==> src/rtl/queue_fetch_unit_if.sv <==
// Signal bundle between the prefetch queue / execution sequencer (master) and queue_fetch_unit (slave).
interface queue_fetch_unit_if;
  logic [7:0]  prefetchTop;
  logic        prefetchEmpty;
  logic        advanceTop;
  logic        fetchReq;
  logic        fetchWord;
  logic        fetchSext;
  logic        fetchOpcode;
  logic        abort;
  logic        fetchAck;
  logic [15:0] fetchData;
  logic [2:0]  segOverride;
  logic        segOverrideValid;
  logic        busy;

  modport slave (
    input  prefetchTop, prefetchEmpty, fetchReq, fetchWord, fetchSext, fetchOpcode, abort,
    output advanceTop, fetchAck, fetchData, segOverride, segOverrideValid, busy
  );

  modport master (
    output prefetchTop, prefetchEmpty, fetchReq, fetchWord, fetchSext, fetchOpcode, abort,
    input  advanceTop, fetchAck, fetchData, segOverride, segOverrideValid, busy
  );
endinterface

==> src/rtl/queue_fetch_unit.sv <==
// Prefetch-queue consumer: pops 1-2 bytes per request and returns a little-endian word with a 1-cycle ack.
// Segment-override prefix absorption on opcode fetches is built in when QFU_PREFIX_ABSORB_EN is defined.
module queue_fetch_unit (
  input logic               CLKx4,
  input logic               RESET,
  queue_fetch_unit_if.slave bus
);
  typedef enum logic [1:0] {IDLE, WAIT, ADV} state_t;

  state_t      state_q, state_d;
  logic        adv_q, adv_d;
  logic        ack_q, ack_d;
  logic [15:0] data_q, data_d;
  logic [7:0]  b0_q, b0_d;
  logic [7:0]  b1_q, b1_d;
  logic        word_q, word_d;
  logic        sext_q, sext_d;
  logic [1:0]  cnt_q, cnt_d;
  logic [2:0]  seg_q, seg_d;
  logic        segv_q, segv_d;
  logic        is_prefix;
  logic [2:0]  prefix_seg;

`ifdef QFU_PREFIX_ABSORB_EN
  logic opc_q, opc_d;

  always_comb begin
    is_prefix  = opc_q;
    prefix_seg = 3'b000;
    case (bus.prefetchTop)
      8'h26:   prefix_seg = 3'b000;
      8'h2E:   prefix_seg = 3'b001;
      8'h36:   prefix_seg = 3'b010;
      8'h3E:   prefix_seg = 3'b011;
      default: is_prefix  = 1'b0;
    endcase
  end
`else
  assign is_prefix  = 1'b0;
  assign prefix_seg = 3'b000;
`endif

  always_comb begin
    state_d = state_q;
    adv_d   = adv_q;
    ack_d   = 1'b0;
    data_d  = data_q;
    b0_d    = b0_q;
    b1_d    = b1_q;
    word_d  = word_q;
    sext_d  = sext_q;
    cnt_d   = cnt_q;
    seg_d   = seg_q;
    segv_d  = segv_q;
`ifdef QFU_PREFIX_ABSORB_EN
    opc_d   = opc_q;
`endif
    if (bus.abort) begin
      state_d = IDLE;
      adv_d   = 1'b0;
      segv_d  = 1'b0;
    end else begin
      case (state_q)
        IDLE: begin
          // ack_q blocks re-accepting the request the sequencer is still dropping
          if (bus.fetchReq && !ack_q) begin
            word_d  = bus.fetchWord;
            sext_d  = bus.fetchSext;
            cnt_d   = 2'd0;
            state_d = WAIT;
            if (bus.fetchOpcode) segv_d = 1'b0;
`ifdef QFU_PREFIX_ABSORB_EN
            opc_d   = bus.fetchOpcode;
`endif
          end
        end
        WAIT: begin
          adv_d = 1'b0;
          if (!bus.prefetchEmpty) begin
            adv_d   = 1'b1;
            state_d = ADV;
            if (is_prefix) begin
              seg_d  = prefix_seg;
              segv_d = 1'b1;
            end else begin
              if (cnt_q == 2'd0) b0_d = bus.prefetchTop;
              else               b1_d = bus.prefetchTop;
              cnt_d = cnt_q + 2'd1;
            end
          end
        end
        ADV: begin
          // Forced low cycle lets the queue settle its pointer before the next capture
          adv_d = 1'b0;
          if (cnt_q == {word_q, ~word_q}) begin
            ack_d   = 1'b1;
            data_d  = word_q ? {b1_q, b0_q} : {{8{sext_q & b0_q[7]}}, b0_q};
            state_d = IDLE;
          end else begin
            state_d = WAIT;
          end
        end
        default: state_d = IDLE;
      endcase
    end
  end

  always_ff @(posedge CLKx4 or posedge RESET) begin
    if (RESET) begin
      state_q <= IDLE;
      adv_q   <= 1'b0;
      ack_q   <= 1'b0;
      data_q  <= 16'h0000;
      b0_q    <= 8'h00;
      b1_q    <= 8'h00;
      word_q  <= 1'b0;
      sext_q  <= 1'b0;
      cnt_q   <= 2'd0;
      seg_q   <= 3'b000;
      segv_q  <= 1'b0;
`ifdef QFU_PREFIX_ABSORB_EN
      opc_q   <= 1'b0;
`endif
    end else begin
      state_q <= state_d;
      adv_q   <= adv_d;
      ack_q   <= ack_d;
      data_q  <= data_d;
      b0_q    <= b0_d;
      b1_q    <= b1_d;
      word_q  <= word_d;
      sext_q  <= sext_d;
      cnt_q   <= cnt_d;
      seg_q   <= seg_d;
      segv_q  <= segv_d;
`ifdef QFU_PREFIX_ABSORB_EN
      opc_q   <= opc_d;
`endif
    end
  end

  assign bus.advanceTop       = adv_q;
  assign bus.fetchAck         = ack_q;
  assign bus.fetchData        = data_q;
  assign bus.segOverride      = seg_q;
  assign bus.segOverrideValid = segv_q;
  assign bus.busy             = (state_q != IDLE);
endmodule

==> src/flat_wrapper.sv <==
// flat-port wrapper written by rule: the top's interface ports become plain ports
module queue_fetch_unit_flat 
  (CLKx4, RESET, bus_prefetchTop, bus_prefetchEmpty, bus_fetchReq, bus_fetchWord, bus_fetchSext, bus_fetchOpcode, bus_abort, bus_advanceTop, bus_fetchAck, bus_fetchData, bus_segOverride, bus_segOverrideValid, bus_busy);
  queue_fetch_unit_if bus_i ();
  input logic CLKx4;
  input logic RESET;
  input wire logic [$bits(bus_i.prefetchTop)-1:0] bus_prefetchTop;
  input wire logic [$bits(bus_i.prefetchEmpty)-1:0] bus_prefetchEmpty;
  input wire logic [$bits(bus_i.fetchReq)-1:0] bus_fetchReq;
  input wire logic [$bits(bus_i.fetchWord)-1:0] bus_fetchWord;
  input wire logic [$bits(bus_i.fetchSext)-1:0] bus_fetchSext;
  input wire logic [$bits(bus_i.fetchOpcode)-1:0] bus_fetchOpcode;
  input wire logic [$bits(bus_i.abort)-1:0] bus_abort;
  output wire logic [$bits(bus_i.advanceTop)-1:0] bus_advanceTop;
  output wire logic [$bits(bus_i.fetchAck)-1:0] bus_fetchAck;
  output wire logic [$bits(bus_i.fetchData)-1:0] bus_fetchData;
  output wire logic [$bits(bus_i.segOverride)-1:0] bus_segOverride;
  output wire logic [$bits(bus_i.segOverrideValid)-1:0] bus_segOverrideValid;
  output wire logic [$bits(bus_i.busy)-1:0] bus_busy;
  assign bus_i.prefetchTop = bus_prefetchTop;
  assign bus_i.prefetchEmpty = bus_prefetchEmpty;
  assign bus_i.fetchReq = bus_fetchReq;
  assign bus_i.fetchWord = bus_fetchWord;
  assign bus_i.fetchSext = bus_fetchSext;
  assign bus_i.fetchOpcode = bus_fetchOpcode;
  assign bus_i.abort = bus_abort;
  assign bus_advanceTop = bus_i.advanceTop;
  assign bus_fetchAck = bus_i.fetchAck;
  assign bus_fetchData = bus_i.fetchData;
  assign bus_segOverride = bus_i.segOverride;
  assign bus_segOverrideValid = bus_i.segOverrideValid;
  assign bus_busy = bus_i.busy;
  queue_fetch_unit u_core (.CLKx4(CLKx4), .RESET(RESET), .bus(bus_i));
endmodule
==> config.mk <==
export PLATFORM = sky130hd
export DESIGN_NAME = queue_fetch_unit_flat
export DESIGN_NICKNAME = d
export VERILOG_FILES = /design/src/rtl/queue_fetch_unit_if.sv /design/src/rtl/queue_fetch_unit.sv /design/src/flat_wrapper.sv
export SDC_FILE = /design/constraint.sdc
export NUM_CORES = 1
export LEC_CHECK = 0
export CORE_ASPECT_RATIO = 0.75
export CORE_MARGIN = 3
export CORE_UTILIZATION = 49
export DETAILED_ROUTE_END_ITERATION = 6
export PLACE_DENSITY = 0.87
export SYNTH_ARGS = -nofsm -noshare
export SYNTH_HDL_FRONTEND = slang
export SYNTH_SLANG_ARGS = --single-unit
==> constraint.sdc <==
create_clock -name CLKx4 -period 2.6 [get_ports CLKx4]
set_clock_uncertainty 0.05 [all_clocks]
set_input_delay 0.52 -clock CLKx4 [delete_from_list [all_inputs] [get_ports CLKx4]]
set_output_delay 0.52 -clock CLKx4 [all_outputs]
set_load 0.03 [all_outputs]
== After elaboration in Yosys (flattened, before gate mapping) ==
Index checks and enable logic that the tools add are counted.
Word-level totals
  bits in writable memories: 0
  latch bits: 0
  flip-flop bits (word level): 41
  bits in read-only memories: 0
  memories kept: 0
  logic and storage cells: 59
  bits of input ports: 16
Operators by class
  bitwise gates (word level): 5
  shift-type cells: 0
  add/sub/neg operators: 1
  divide/modulo/power cells: 0
  multipliers: 0
  equal/unequal tests: 7
  order comparisons: 0
  multiplexer cells: 19
  reductions and logical operators: 17
Operators with widths (number)
  2-to-1 mux 16 bit: 1
  AND reduction 4 bit: 3
  2-to-1 mux 1 bit: 10
  2-to-1 mux 2 bit: 5
  nonzero test 2 bit: 5
  AND reduction 3 bit: 3
  case mux 2 bit (3 select lines): 1
  zero test 2 bit: 2
  NOT 1 bit: 4
  case mux 2 bit (2 select lines): 1
  inequality test 3 x 2 -> 1 bit (second input constant): 1
  inequality test 3 bit (second input constant): 1
  nonzero test 3 bit: 1
  adder 2 x 1 -> 2 bit (second input constant): 1
  equality test 2 x 1 -> 1 bit (second input constant): 1
  equality test 2 bit: 1
  equality test 2 bit (second input constant): 1
  inequality test 2 x 1 -> 1 bit (second input constant): 1
  inequality test 2 bit (second input constant): 1
  case mux 1 bit (2 select lines): 1
  AND reduction 2 bit: 1
  bitwise AND 1 bit: 1
  logical AND 1 bit: 1
  zero test 1 bit: 1

== Depth between registers and ports, before layout ==
Gate-level depths: netlist (run 1).
  depth in word-level cells: 5
  gate-level depth with buffers: 5
  depth with buffers taken out: 4

== Worst setup path after synthesis (run 1) ==
OpenSTA, ideal clock, no wires.
  path type: flip-flop to flip-flop
  start point: register u_core.cnt_q[1]
  end point: register u_core.data_q[0], in the netlist u_core.bus.fetchData[0]
  cell stages (with the launch flop): 5
  data arrival time: 1.817 ns
  slack: 0.608 ns
  buffers on the path: 1
  cell sequence: dfrtp_1 > or3b_4 > a2111oi_4 > buf_6 > mux2_4
On the way
  longest elaborated chain between the ends: 2
Ends and longest elaborated chain
  start: declaration: RTL line queue_fetch_unit.sv:18  | logic [1:0] cnt_q, cnt_d;
  start signal: assignment: RTL line queue_fetch_unit.sv:133  | cnt_q <= cnt_d;
  equality test 2 bit: RTL line queue_fetch_unit.sv:95  | if (cnt_q == {word_q, ~word_q}) begin
  AND reduction 3 bit (no source line)
  end signal: assignment: RTL line queue_fetch_unit.sv:128  | data_q <= data_d;
  end: declaration: RTL line queue_fetch_unit.sv:13  | logic [15:0] data_q, data_d;
No other way between the ends.
A chain may end at the register's enable or synchronous reset.

== Worst setup path after layout (run 1) ==
  start point: register u_core.state_q[0]
  end point: output bus_busy
On the way
  longest elaborated chain between the ends: 1
Ends and longest elaborated chain
  start: declaration: RTL line queue_fetch_unit.sv:10  | state_t state_q, state_d;
  start signal: assignment: RTL line queue_fetch_unit.sv:125  | state_q <= state_d;
  nonzero test 2 bit: RTL line queue_fetch_unit.sv:147  | assign bus.busy = (state_q != IDLE);
  end: declaration: RTL line flat_wrapper.sv:19  | output wire logic [$bits(bus_i.busy)-1:0] bus_busy;
No other way between the ends.

==> summary.md, run 1 <==
| Metric | Value |
|---|---|
| Core Area | 3330 µm² |
| Iter 0 DRT Violations | 39 |
| Sequential Power Share | 47.7% |
| Gr ovfl total | 0 |
| Min-Delay Endpoint | u_core.b0_q[3]$_DFFE_PP0P_ |
| Hold depth | 1 |
| Multi-input logic area | 628 µm² |
| Antenna violations before repair | 0 |
| Worst setup EP type | output pin |
| Die area | 4290 µm² |
| R2R depth | 4 |
| Reg-to-Reg End | u_core.bus.fetchData[5]$_DFFE_PP0P_ |
| Asr flop ratio synth | 100% |
| Fin util | 66.1% |
| Reg-to-reg startpoint | u_core.word_q$_DFFE_PP0P_ |
| HP Class | register to register |
| Die width | 74.7 µm |
| Synthesis Warnings | 0 |
| Area leader, netlist | dfrtp_1 |
| Pin count of the biggest net entering global routing | 41 |
| Crit-path cells | nor2_1 -> inv_1 -> clkdlybuf4s50_1 |
| Routed Antenna Nets | 0 |
| Clk sinks | 40 |
| Yosys reg bits | 40 |
| RSZ-0062 raised after global routing | false |
| Hpwl dp | 2.32 mm |
| Met1 Routed Length | 1.47 mm |
| Post-synthesis adder-cell area fraction | 0.722% |
| Row count | 18 |
| CP arrival | 1.67 ns |
| Mapped Cells | 133 |
| Post-synth EDFFs | 0 |
| # diodes | 0 |
| Crit Path Max Fanout | 10 |
| Sequential share of the synthesized area | 57.8% |
| Setup Crit Path Kind | register to output pin |
| Clock buffer depth | 2 |
| Avg WL per Cell | 15.7 µm |
| Synthesized area per cell | 13.0 µm² |
| Max_cap viols | 0 |
| CTS tree | done |
| Commonest cells post-synth | dfrtp_1 (40), mux2_2 (25), inv_1 (13) |
| Fillers | 257 |
| Synth top area cells | dfrtp_1 (58%), mux2_2 (16%), mux2i_1 (5.2%) |
| Reg2reg setup slack | 0.52 ns |
| Max incr delay on CP | 0.66 ns |
| Highest metal used | met4 |
| Post-CTS Resized | 0 |
| LEAKAGE | 0.983 nW |
| Main synth FF type | dfrtp_1 |
| Mux cell area share after synthesis | 22.3% |
| Top cell type's share of synthesized area | 57.8% |
| Sum Neg Setup Slack | 0 ns |
| Xor/xnor share of the synthesized area | 0% |
| Post-Synth Simple-Gate Area | 6.21% |
| CTS Root Cell | clkbuf_8 |
| Wire length of the first global-routing pass | 5.72 mm |
| Most common cell in the synthesized netlist | dfrtp_1 |
| Critical Path Slowest Stage Cell | clkdlybuf4s50_1 |
| Clock share of power | 21.2% |
| Post-DR vias/cell | 5.14 |
| H-tree Lvls | 2 |
| Netlist cell types | 28 |
| Critical path data required time | 2.03 ns |
| Complex-gate fraction of the synthesized area | 6.14% |
| Int Power | 0.00135 W |
| Design Power | 0.00200 W |
| Post-CTS setup buffers | 0 |
| Die Ht | 57.5 µm |
| Final hold vios | 0 |
| Pwr dens | 907 nW/µm² |
| Initial Utilization | 52.0% |
| Setup violators final | 0 |
| CTS Hold Bufs | 0 |
| Synthesized area | 1730 µm² |
| Port buffer count | 33 |
| IO Count | 39 |
| TritonCTS Buffers | 5 |
| Tmin final | 2.24 ns |
| 1st-pass router iterations | 4 |
| CP startpoint kind | register |
| Reg clk slew, reported paths | 0.08 ns |
| Routability cong. | 0.832 |
| # DRC | 0 |
| Worst skew pair latency | 0.29 ns |
| All-Layer GR Usage | 18.3% |
| Period utilisation layout | 86.2% |
| Total Nets Final | 188 |
| Post-place setup slack | 0.320 ns |
| Vias in the first global route | 1231 |
| Switch Pwr | 0.000644 W |
| Sw Ratio | 32.3% |
| Status | finished clean |
| Max Transition Viols Final | 0 |
| Largest family of logic cells by synthesized area | multiplexers |
| Sequential cell area | 1000 µm² |
| Post-layout worst setup margin | 0.358 ns |
| Max VDD drop | 587 µV |
| Logic gate share of total power | 31.1% |
| Maximum clock rate | 446 MHz |
| Metal2 WL | 1.63 mm |
| Layout cells sized above 1 | 24.4% |
| Met3 WL post-DR | 188 µm |
| Routed via count | 1090 |
| Hold Path Origin | u_core.b0_q[3]$_DFFE_PP0P_ |
| Total wire length | 3.32 mm |
| Layout area overhead | 27.1% |
==> worst max-delay path by stage <==
| stage | cells after the start | end | startpoint | slack [ns] |
|---|---|---|---|---|
| final | 3 | bus_busy | u_core.state_q[0]$_DFFE_PP0P_ | 0.36 |
| after global routing | 3 | bus_busy | u_core.state_q[0]$_DFFE_PP0P_ | 0.23 |
| after CTS | 3 | bus_busy | u_core.state_q[0]$_DFFE_PP0P_ | 0.34 |
| after detailed placement | 5 | u_core.b1_q[0]$_DFFE_PP0P_ | bus_abort | 0.32 |
| after global placement | 5 | u_core.b1_q[5]$_DFFE_PP0P_ | bus_abort | 0.37 |
| after floorplan | 4 | u_core.bus.fetchData[0]$_DFFE_PP0P_ | u_core.cnt_q[1]$_DFFE_PP0P_ | 0.61 |
==> cell type report <==
cell class	instances	share of cell area, %
Sequential cell	40	45.5
Clock inverter	1	0.341
Multi-Input combinational cell	73	28.5
Inverter	13	2.22
Tap cell	40	2.27
Timing Repair Buffer	38	17.3
Clock buffer	7	3.92
==> metal layers <==
metal / track usage [%] / vias up
met5: 0 / -
met4: 6.85 / 0
met3: 7.39 / 4
met2: 28.8 / 32
met1: 22.7 / 540
li1: - / 514
==> worst max-delay path: cells and delay by family, from the launching register on <==
kind / cells / cell delay (ns)
buffers and inverters: 2 / 0.73
AND/OR/NAND/NOR: 1 / 0.12
flip-flops: 1 / 0.55
==> cell families (layout without fill, tap and decap cells) <==
family          Yosys count  count (layout)
compound gates           15              15
fa+ha+maj                 1               1
buf+inv                  23              59
flops                    40              40
mux                      35              35
other cells               1               4
simple gates             18              18
==> sequential cells by signal, indices dropped and copies added, names as in the netlist <==
signal,cells
u_core.sext_q,1
u_core.cnt_q,2
u_core.word_q,1
u_core.state_q,2
u_core.b1_q,8
u_core.b0_q,8
u_core.bus.advanceTop,1
u_core.bus.fetchAck,1
u_core.bus.fetchData,16
==> stage by stage <==
stage / std cells / hold slack (ns) / area (µm²)
6_report: 212 / 0.460 / 2200
5_1_grt: 212 / 0.479 / 2200
4_1_cts: 212 / 0.460 / 2200
3_5_place_dp: 204 / 0.442 / 2110
3_3_place_gp: 204 / 0.434 / 2110
2_1_floorplan: 136 / 0.421 / 1740
==> layout by cell type (no fill, tap or decap), types with 2 or more instances in the layout <==
cell / count
a211oi_1: 2
a21oi_1: 9
buf_4: 4
clkbuf_8: 6
clkdlybuf4s50_1: 33
conb_1: 4
dfrtp_1: 40
inv_1: 13
mux2_2: 25
mux2i_1: 9
nand2_1: 5
nor2_1: 3
o21ai_0: 2
==> power groups by stage <==
stage / clock network [W] / registers (W) / logic (W)
after floorplan: 0 / 0.00105 / 0.000299
after global placement: 0 / 0.000948 / 0.000601
after detailed placement: 0 / 0.000963 / 0.000629
after CTS: 0.000431 / 0.000957 / 0.000631
after global routing: 0.000470 / 0.000985 / 0.000670
final: 0.000423 / 0.000954 / 0.000621
Power figures use the tool's default switching activity.
==> run 2: changes to the inputs <==
CORE_MARGIN = 1   (was 3)
SKIP_LAST_GASP = 1   (was default)
==> summary.md, run 2 (same netlist as run 1, synthesis figures left out) <==
| Metric | Value |
|---|---|
| Vias in the first global route | 1130 (-8.2%) |
| LEAKAGE | 0.993 nW (+0.94%) |
| RSZ-0062 raised after global routing | false |
| HP Class | register to register |
| Status | complete, but fails checks |
| Pwr dens | 906 nW/µm² (-0.12%) |
| Routability cong. | 0.796 (-4.3%) |
| Max VDD drop | 492 µV (-16%) |
| Max Transition Viols Final | 0 (unchanged) |
| Crit Path Max Fanout | 10 (unchanged) |
| Pin count of the biggest net entering global routing | 41 (unchanged) |
| Layout area overhead | 26.7% |
| Commonest non-fill, non-tap cell in the layout | dfrtp_1 |
| Setup Crit Path Kind | register to output pin |
| Iter 0 DRT Violations | 58 (+49%) |
| Reg2reg setup slack | 0.49 ns (-0.03 ns) |
| Die area | 3780 µm² (-12%) |
| Sum Neg Setup Slack | 0 ns (unchanged) |
| # DRC | 9 (+9) |
| Antenna violations before repair | 0 (unchanged) |
| Period utilisation layout | 86.7% (+0.51 points) |
| Post-CTS setup buffers | 0 (unchanged) |
| Gr ovfl total | 0 (unchanged) |
| CTS Root Cell | clkbuf_8 |
| Critical path data required time | 2.03 ns (about the same) |
| CP startpoint kind | register |
| Row count | 18 (unchanged) |
| Final Cell Area | 2200 µm² (-0.28%) |
| Setup violators final | 0 (unchanged) |
| R2R depth | 4 (unchanged) |
| Total wire length | 3.24 mm (-2.2%) |
| IO Count | 39 (unchanged) |
| CTS Hold Bufs | 0 (unchanged) |
| Routed Antenna Nets | 0 (unchanged) |
| Total Nets Final | 189 (+0.53%) |
| CTS tree | done |
| Max_cap viols | 0 (unchanged) |
| Port buffer count | 33 (unchanged) |
| Final hold vios | 0 (unchanged) |
| Worst skew pair latency | 0.29 ns (about the same) |
| Violated checks | DRC |
| Routed via count | 1148 (+5.3%) |
| Post-DR vias/cell | 5.39 (+4.8%) |
| CP arrival | 1.69 ns (+0.02 ns) |
| All-Layer GR Usage | 19.7% (+1.4 points) |
| Wire length of the first global-routing pass | 5.29 mm (-7.6%) |
| Clk sinks | 40 (unchanged) |
| Dpl cell area | 2100 µm² (-0.24%) |
| Clock buffer depth | 2 (unchanged) |
| Tmin final | 2.26 ns (+0.0132 ns) |
| Worst setup EP type | output pin |
| Most frequent cells in the layout | dfrtp_1 (40), clkdlybuf4s50_1 (33), mux2_2 (25) |
| Die Ht | 53.5 µm (-7.0%) |
| H-tree Lvls | 2 (unchanged) |
| Max reg flops | 16 (unchanged) |
| 1st-pass router iterations | 7 (+3) |
| Hpwl dp | 2.28 mm (-2.0%) |
| Reg clk slew, reported paths | 0.08 ns (about the same) |
| Initial Utilization | 52.0% (unchanged) |
| Core Area | 3330 µm² (unchanged) |
| Hold depth | 1 (unchanged) |
| Avg WL per Cell | 15.2 µm (-2.7%) |
| Die width | 70.7 µm (-5.4%) |
| TritonCTS Buffers | 5 (unchanged) |
| Post-CTS Resized | 0 (unchanged) |
| # diodes | 0 (unchanged) |
| Maximum clock rate | 443 MHz (-0.59%) |
| Layout cells sized above 1 | 25.4% (+1.0 points) |
-- run 2: area by class of cell --
class | count | area [µm²]
fillers | 250 | 1140
flip-flops and latches | 40 | 1000
multi-input cells | 73 | 628
repair buffers | 39 | 375
clock buffers | 6 | 82.6
well taps | 40 | 50.0
inverters | 13 | 48.8
clock inverters | 2 | 10.0
-- run 2: critical path, stage by stage (launching register included) --
cell             delay, ns
dfrtp_1               0.54
nor2_1                0.12
inv_1                 0.06
clkdlybuf4s50_1       0.66
-- run 2: per-stage QoR --
stage               util [%]  hold slack (ns)  std cells  total power, W  setup WS, ns
floorplan                  -            0.421        136         0.00135         0.608
global placement        63.1            0.433        205         0.00155         0.354
detailed placement      63.1            0.443        205         0.00159         0.273
CTS                     65.9            0.460        213         0.00201         0.326
global route            65.9            0.479        213         0.00211         0.267
finish                  65.9            0.457        213         0.00199         0.345
-- run 2: final timing paths --
kind | from | to
max | u_core.state_q[0]$_DFFE_PP0P_ | bus_busy
min in group asynchronous | RESET | u_core.word_q$_DFFE_PP0P_
min | u_core.b0_q[5]$_DFFE_PP0P_ | u_core.b0_q[5]$_DFFE_PP0P_
max in group asynchronous | RESET | u_core.bus.fetchData[4]$_DFFE_PP0P_
max reg2reg | u_core.word_q$_DFFE_PP0P_ | u_core.bus.fetchData[1]$_DFFE_PP0P_
min reg2reg | u_core.b0_q[5]$_DFFE_PP0P_ | u_core.b0_q[5]$_DFFE_PP0P_
-- run 2: per-layer routing --
| layer | track usage, % | part of all wire, % | wire length, µm |
|---|---|---|---|
| met4 | 11.0 | 1.8 | 58 |
| met5 | 0 | 0 | 0 |
| met3 | 6.67 | 6.2 | 202 |
| met1 | 23.1 | 45 | 1460 |
| met2 | 32.7 | 47 | 1530 |
-- run 2: power by group --
group,internal [W],switching [W]
combinational,0.000311,0.000303
sequential,0.000827,0.000129
clock,0.000212,0.000209
